--- config.mk ---
export PLATFORM = sky130hd
export DESIGN_NAME = alu_seq_flat
export DESIGN_NICKNAME = d
export VERILOG_FILES = /design/src/rtl/alu_pkg.sv /design/src/rtl/alu_seq_if.sv /design/src/rtl/alu_shift_unit.sv /design/src/rtl/alu_seq.sv /design/src/flat_wrapper.sv
export SDC_FILE = /design/constraint.sdc
export NUM_CORES = 1
export LEC_CHECK = 0
export BUFFER_PORTS_ARGS = -buffer_cell sky130_fd_sc_hd__buf_2
export CAP_MARGIN = 20
export CORE_MARGIN = 5
export CORE_UTILIZATION = 36
export DETAILED_ROUTE_END_ITERATION = 10
export GPL_ROUTABILITY_DRIVEN = 0
export REMOVE_ABC_BUFFERS = 1
export SETUP_SLACK_MARGIN = 0.2
export SLEW_MARGIN = 40
export SYNTH_ARGS = -nofsm -noshare
export SYNTH_HDL_FRONTEND = slang
export SYNTH_SLANG_ARGS = --single-unit
--- constraint.sdc ---
create_clock -name clk -period 3.5 [get_ports clk]
set_input_delay 0.35 -clock clk [delete_from_list [all_inputs] [get_ports clk]]
set_output_delay 0.35 -clock clk [all_outputs]
set_load 0.005 [all_outputs]
--- src/rtl/alu_pkg.sv ---
// rtl/alu_pkg.sv - shared ALU op codes, sequencer states and op classification
package alu_pkg;

  typedef enum logic [3:0] {
    ALU_ADD  = 4'h0,
    ALU_SUB  = 4'h1,
    ALU_SLL  = 4'h2,
    ALU_SLT  = 4'h3,
    ALU_SLTU = 4'h4,
    ALU_XOR  = 4'h5,
    ALU_SRA  = 4'h6,
    ALU_SRL  = 4'h7,
    ALU_OR   = 4'h8,
    ALU_AND  = 4'h9
  } alu_op_t;

  typedef enum logic [1:0] {
    IDLE,
    SHIFT,
    DONE
  } alu_state_t;

  function automatic logic is_shift(input alu_op_t op);
    return (op == ALU_SLL) || (op == ALU_SRA) || (op == ALU_SRL);
  endfunction

endpackage

--- src/rtl/alu_seq_if.sv ---
// rtl/alu_seq_if.sv - request/response handshake bundle of the sequential ALU
interface alu_seq_if #(
  parameter int WIDTH = 32
);
  logic             in_valid;
  logic             in_ready;
  logic [3:0]       alu_control;
  logic [WIDTH-1:0] a;
  logic [WIDTH-1:0] b;
  logic             out_valid;
  logic             out_ready;
  logic [WIDTH-1:0] result;
  logic             zero;
  logic             illegal;

  modport master (
    output in_valid, alu_control, a, b, out_ready,
    input  in_ready, out_valid, result, zero, illegal
  );

  modport slave (
    input  in_valid, alu_control, a, b, out_ready,
    output in_ready, out_valid, result, zero, illegal
  );
endinterface

--- src/rtl/alu_shift_unit.sv ---
// rtl/alu_shift_unit.sv - shifter: one bit per cycle by default, barrel shifter
// under ALU_SEQ_FAST_SHIFT_EN (o_result is then the full shift of i_a).
module alu_shift_unit
  import alu_pkg::*;
#(
  parameter int WIDTH = 32,
  parameter int SHW   = $clog2(WIDTH)
) (
`ifndef ALU_SEQ_FAST_SHIFT_EN
  input  logic             clk,
  input  logic             reset,
  input  logic             i_load,
`endif
  input  alu_op_t          i_op,
  input  logic [WIDTH-1:0] i_a,
  input  logic [SHW-1:0]   i_shamt,
  output logic [WIDTH-1:0] o_result,
  output logic             o_last
);

`ifdef ALU_SEQ_FAST_SHIFT_EN
  always_comb begin
    o_result = i_a;
    case (i_op)
      ALU_SLL: o_result = i_a << i_shamt;
      ALU_SRL: o_result = i_a >> i_shamt;
      ALU_SRA: o_result = WIDTH'($signed(i_a) >>> i_shamt);
      default: o_result = i_a;
    endcase
  end
  assign o_last = 1'b1;
`else
  logic [WIDTH-1:0] r_work;
  logic [SHW-1:0]   r_cnt;
  alu_op_t          r_op;
  logic [WIDTH-1:0] w_step;

  // o_result is the value r_work takes on the next edge, so the top can
  // register the final result on the same edge as the last shift.
  always_comb begin
    w_step = r_work;
    case (r_op)
      ALU_SLL: w_step = {r_work[WIDTH-2:0], 1'b0};
      ALU_SRL: w_step = {1'b0, r_work[WIDTH-1:1]};
      ALU_SRA: w_step = {r_work[WIDTH-1], r_work[WIDTH-1:1]};
      default: w_step = r_work;
    endcase
  end

  always_ff @(posedge clk) begin
    if (reset) begin
      r_work <= '0;
      r_cnt  <= '0;
      r_op   <= ALU_ADD;
    end else if (i_load) begin
      r_work <= i_a;
      r_cnt  <= i_shamt;
      r_op   <= i_op;
    end else if (r_cnt != '0) begin
      r_work <= w_step;
      r_cnt  <= r_cnt - 1'b1;
    end
  end

  assign o_result = w_step;
  assign o_last   = (r_cnt == SHW'(1));
`endif

endmodule

--- src/rtl/alu_seq.sv ---
// rtl/alu_seq.sv - multi-cycle ALU behind valid/ready; ALU_SEQ_FAST_SHIFT_EN
// selects single-cycle shifts instead of one bit per cycle.
module alu_seq
  import alu_pkg::*;
#(
  parameter int WIDTH = 32
) (
  input logic      clk,
  input logic      reset,
  alu_seq_if.slave bus
);
  localparam int SHW = $clog2(WIDTH);
`ifdef ALU_SEQ_FAST_SHIFT_EN
  localparam logic FAST_SHIFT = 1'b1;
`else
  localparam logic FAST_SHIFT = 1'b0;
`endif

  alu_state_t       r_state;
  logic             r_out_valid;
  logic [WIDTH-1:0] r_result;
  logic             r_zero;
  logic             r_illegal;

  alu_op_t          w_op;
  logic             w_legal;
  logic [SHW-1:0]   w_shamt;
  logic             w_accept;
  logic             w_iterate;
  logic             w_last;
  logic [WIDTH-1:0] w_shift_result;
  logic [WIDTH-1:0] w_alu_result;

  assign w_op      = alu_op_t'(bus.alu_control);
  assign w_legal   = bus.alu_control < 4'd10;
  assign w_shamt   = bus.b[SHW-1:0];
  assign w_accept  = bus.in_valid && (r_state == IDLE);
  assign w_iterate = !FAST_SHIFT && is_shift(w_op) && (w_shamt != '0);

`ifdef ALU_SEQ_FAST_SHIFT_EN
  alu_shift_unit #(.WIDTH(WIDTH), .SHW(SHW)) u_shift (
    .i_op     (w_op),
    .i_a      (bus.a),
    .i_shamt  (w_shamt),
    .o_result (w_shift_result),
    .o_last   (w_last)
  );
`else
  logic w_load;
  assign w_load = w_accept && w_iterate;

  alu_shift_unit #(.WIDTH(WIDTH), .SHW(SHW)) u_shift (
    .clk      (clk),
    .reset    (reset),
    .i_load   (w_load),
    .i_op     (w_op),
    .i_a      (bus.a),
    .i_shamt  (w_shamt),
    .o_result (w_shift_result),
    .o_last   (w_last)
  );
`endif

  // Iterative shifts with k==0 leave a unchanged, so a is the result here.
  always_comb begin
    w_alu_result = '0;
    case (w_op)
      ALU_ADD:  w_alu_result = bus.a + bus.b;
      ALU_SUB:  w_alu_result = bus.a - bus.b;
      ALU_SLT:  w_alu_result = {{(WIDTH-1){1'b0}}, $signed(bus.a) < $signed(bus.b)};
      ALU_SLTU: w_alu_result = {{(WIDTH-1){1'b0}}, bus.a < bus.b};
      ALU_XOR:  w_alu_result = bus.a ^ bus.b;
      ALU_OR:   w_alu_result = bus.a | bus.b;
      ALU_AND:  w_alu_result = bus.a & bus.b;
      ALU_SLL, ALU_SRL, ALU_SRA:
                w_alu_result = FAST_SHIFT ? w_shift_result : bus.a;
      default:  w_alu_result = '0;
    endcase
  end

  always_ff @(posedge clk) begin
    if (reset) begin
      r_state     <= IDLE;
      r_out_valid <= 1'b0;
      r_result    <= '0;
      r_zero      <= 1'b0;
      r_illegal   <= 1'b0;
    end else begin
      case (r_state)
        IDLE: begin
          if (bus.in_valid) begin
            if (w_iterate) begin
              r_state <= SHIFT;
            end else begin
              r_state     <= DONE;
              r_out_valid <= 1'b1;
              r_result    <= w_alu_result;
              r_zero      <= (w_alu_result == '0);
              r_illegal   <= !w_legal;
            end
          end
        end
        SHIFT: begin
          if (w_last) begin
            r_state     <= DONE;
            r_out_valid <= 1'b1;
            r_result    <= w_shift_result;
            r_zero      <= (w_shift_result == '0);
            r_illegal   <= 1'b0;
          end
        end
        DONE: begin
          if (bus.out_ready) begin
            r_state     <= IDLE;
            r_out_valid <= 1'b0;
          end
        end
        default: r_state <= IDLE;
      endcase
    end
  end

  assign bus.in_ready  = (r_state == IDLE);
  assign bus.out_valid = r_out_valid;
  assign bus.result    = r_result;
  assign bus.zero      = r_zero;
  assign bus.illegal   = r_illegal;

endmodule

--- src/flat_wrapper.sv ---
// flat-port wrapper written by rule: the top's interface ports become plain ports
module alu_seq_flat import alu_pkg::*;
#(
  parameter int WIDTH = 32
)
  (clk, reset, bus_in_valid, bus_alu_control, bus_a, bus_b, bus_out_ready, bus_in_ready, bus_out_valid, bus_result, bus_zero, bus_illegal);
  alu_seq_if #(.WIDTH(WIDTH)) bus_i ();
  input logic clk;
  input logic reset;
  input wire logic [$bits(bus_i.in_valid)-1:0] bus_in_valid;
  input wire logic [$bits(bus_i.alu_control)-1:0] bus_alu_control;
  input wire logic [$bits(bus_i.a)-1:0] bus_a;
  input wire logic [$bits(bus_i.b)-1:0] bus_b;
  input wire logic [$bits(bus_i.out_ready)-1:0] bus_out_ready;
  output wire logic [$bits(bus_i.in_ready)-1:0] bus_in_ready;
  output wire logic [$bits(bus_i.out_valid)-1:0] bus_out_valid;
  output wire logic [$bits(bus_i.result)-1:0] bus_result;
  output wire logic [$bits(bus_i.zero)-1:0] bus_zero;
  output wire logic [$bits(bus_i.illegal)-1:0] bus_illegal;
  assign bus_i.in_valid = bus_in_valid;
  assign bus_i.alu_control = bus_alu_control;
  assign bus_i.a = bus_a;
  assign bus_i.b = bus_b;
  assign bus_i.out_ready = bus_out_ready;
  assign bus_in_ready = bus_i.in_ready;
  assign bus_out_valid = bus_i.out_valid;
  assign bus_result = bus_i.result;
  assign bus_zero = bus_i.zero;
  assign bus_illegal = bus_i.illegal;
  alu_seq #(.WIDTH(WIDTH)) u_core (.clk(clk), .reset(reset), .bus(bus_i));
endmodule
==> results.cfg <==
[logic_synthesis]
synth_top_cell_by_area = dfxtp_1
avgSynthCellArea_um2 = 6.92
synth_seq_area_share_pct = 16.3
yosysWarnings = 0
syn-cell-area_mm2 = 0.00959
synthTopCellsByArea = dfxtp_1, ha_1, a21oi_1, nor2_1, a211oi_1
ys.flop_type = dfxtp_1
synth-async-reset-ratio_pct = 0
synth_edf_count = 0
synth.distinct_cells = 81
synth_seq_cells = 78
synth_top_area_share_pct = 16.3
synthCells = 1387

[final_layout]
area_growth_pct = 37.9
drive_gt1_share_pct = 30.2
nFillCells = 2633
regArea_mm2 = 0.00156
design_area_mm2 = 0.0132
multiInputGateArea_mm2 = 0.00756
antenna_cells = 0
num-nets-final = 1914

[setup_path]
slowest_delay_ps = 560
cp_num_buf_inv = 3
ff2ff_setup_slack_ps = 390
arrival_ps = 3980
path_class = in2reg
start_kind = input port
rr_endpoint = u_core.bus.zero
path_common_cell = o211ai_1
cp.required_ps = 3760
cp_top_family = compound AO/OA/AOI/OAI gates
ff2ff_path_depth = 11
end_kind = flop
cp_slowest_cell = or4_4
crit_path_cell_trace = buf_2, inv_1, ha_1, buf_6, o211ai_1, o211ai_1, nand4_1, a211o_1, a21oi_1, a211oi_1, a31oi_1, o211ai_1, or4_4, or4_4, o31ai_2
r2r_start = u_core.r_state[1]
crit_path_max_fanout = 8
startpoint = bus_b[2]

[floorplan]
io_pins = 108
start_util_pct = 36.7
rows = 59
core_mm2 = 0.0261
die-area_mm2 = 0.0300
chipHeight_um = 173
die_width_um = 173

[sta]
worstMarginPinSlew_ps = 903
post-route-period-util_pct = 106
min_period_ps = 3720
skew_ps = 7.15
fmax_ghz = 0.269
setup_viol = 1
slew_viol_final = 0
hold_viol_final = 0
fin_ws_ps = -216
rsz0062_at_grt = true
relSlewSlack_pct = 39.3
fin_hold_ws_ps = 281

[grt]
grt_pass1_wl_mm = 63.2
gr-total-overflow = 0
first_global_vias = 11900
grt_max_degree = 79
grt_use_total_pct = 25.5
antenna_found_initial = 1

[worst_hold_path]
min-delay-start = bus_out_ready
hold_path_end = u_core.r_state[1]
hold_class = in2reg
hold_depth = 3

[run_status]
outcome = finished, violations left
violations = setup timing

[pwr]
p_leak_nw = 6.06
p_int_mw = 2.73
irDropWorstVdd_uv = 230
powerDensity_mw_per_mm2 = 369
combPwrFrac_pct = 57.3
switching_share_pct = 44.1
power_switching_mw = 2.15
clkPwrFrac_pct = 17.6
total_power_mw = 4.88
p_seq_share_pct = 25.0

[clock_network]
ctsLongestPathBuffers = 2
cts_max_level = 3
cts_buffers = 9
cts_num_sinks = 78
ctsRootBufferMaster = clkbuf_16
clk_latency_ps = 350
cts_hold_buf = 0
tritoncts = built
clk_pin_slew_ps = 60

[route]
antenna_left = 0
wirelength_mm = 40.3
vias = 12200
wire_per_inst_um = 19.4
vias_per_cell = 5.91
drc = 0
first_iter_violations = 1346
firstDrtPassIters = 5

[place]
pre_cts_ws_ps = -859
port_buffers = 107
placed_area_mm2 = 0.0127
dpl.hpwl_mm = 31.9

[job]
cap_violations = 0
-- worst register-to-register path: stages (launching register included) --
cell	delay [ps]
dfxtp_1	360
nor2b_1	200
buf_4	240
nand3_1	100
o21ai_0	200
o211ai_1	220
nor4_1	210
and2_1	160
nand4_1	140
or4_4	550
or4_4	430
o31ai_2	220
-- stage by stage --
stage               cells  util, %  TNS [ps]
floorplan            1289        -    -16180
detailed placement   2056     48.5     -4730
global route         2073     50.6      -334
CTS                  2071     49.8      -176
finish               2073     50.6      -216
global placement     2056     48.5     -3950
-- power by group through the flow --
stage	clock, mW	sequential [mW]	combinational [mW]
3_3_place_gp	0	1.23	2.63
5_1_grt	0.901	1.24	3.09
3_5_place_dp	0	1.23	2.67
2_1_floorplan	0	1.20	1.60
6_report	0.861	1.22	2.80
4_1_cts	0.875	1.22	2.72
-- layer usage --
metal	vias to the layer above	GRT usage, %	part of all wire (%)
li1	5782	-	-
met1	5680	33.2	41
met2	641	41.1	44
met3	143	5.17	9.1
met4	2	11.3	5.0
met5	-	0	0.017
-- worst max-delay path by stage --
stage / to / slack (ps) / depth (start not counted)
final: u_core.bus.zero / -220 / 15
after global routing: u_core.bus.zero / -270 / 15
after CTS: u_core.bus.zero / -180 / 18
after detailed placement: u_core.bus.zero / -860 / 18
after global placement: u_core.bus.zero / -740 / 18
after floorplan: u_core.bus.zero / -650 / 9
-- final cells by class --
cell class	count	area share [%]
Inverter	100	2.84
Tap cell	335	3.17
Clock inverter	2	0.0757
Timing Repair Buffer	434	23.1
Clock buffer	13	1.82
Sequential cell	78	11.8
Multi-Input combinational cell	1111	57.2
-- cell usage in the layout, fill, tap and decap left out, types with 8 or more instances in the layout --
cell type,instances
nor2b_1,13
nor2_1,166
a221oi_1,28
o211ai_1,25
nand2_1,104
nor3_1,27
xnor2_1,12
ha_1,100
buf_4,319
o21ai_0,59
a21oi_1,174
a211oi_1,50
buf_2,105
clkbuf_16,9
a21o_1,11
dfxtp_1,77
and2_1,9
nand2b_1,10
o21a_1,9
nand4_1,16
o31ai_1,13
inv_1,92
a22o_1,30
nand3_1,27
nor4_1,12
a21oi_2,9
a31oi_1,16
inv_2,8
a22oi_1,12
-- logic make-up after synthesis --
group | count (synthesis) | synth area share [%]
flops | 78 | 16.3
buf+inv | 198 | 8.07
mux | 6 | 0.639
compound gates | 538 | 37.6
fa+ha+maj | 108 | 14.2
xor+xnor | 18 | 1.64
simple gates | 441 | 21.5
-- sequential cells by signal (all words and copies together), names as in the netlist --
register / cells
u_core.bus.zero: 1
u_core.r_state: 2
u_core.bus.result: 32
u_core.u_shift.r_work: 32
u_core.bus.illegal: 1
u_core.u_shift.r_cnt: 5
u_core.u_shift.r_op: 4
u_core.bus.out_valid: 1
-- cell usage after synthesis (all sizes together) (11+ instances only) --
| cell | instances |
|---|---|
| a211oi | 59 |
| a21o | 11 |
| a21oi | 184 |
| a221oi | 29 |
| a22o | 30 |
| a22oi | 12 |
| a31oi | 17 |
| buf | 21 |
| clkbuf | 77 |
| dfxtp | 78 |
| ha | 106 |
| inv | 100 |
| nand2 | 107 |
| nand2b | 11 |
| nand3 | 27 |
| nand4 | 16 |
| nor2 | 169 |
| nor2b | 15 |
| nor3 | 30 |
| nor4 | 13 |
| o211ai | 25 |
| o21ai | 72 |
| o31ai | 14 |
| xnor2 | 12 |
-- what timing repair did --
| item | 4_1_cts | 5_1_grt |
|---|---|---|
| hold endpoints to repair | 0 | 0 |
| endpoints found under the setup margin | 11 | 15 |
| resized for setup | 29 | 43 |
| pin swaps | 6 | 17 |
| buffers inserted | 0 | 2 |
No activity file was read; power rests on OpenSTA's default activity.
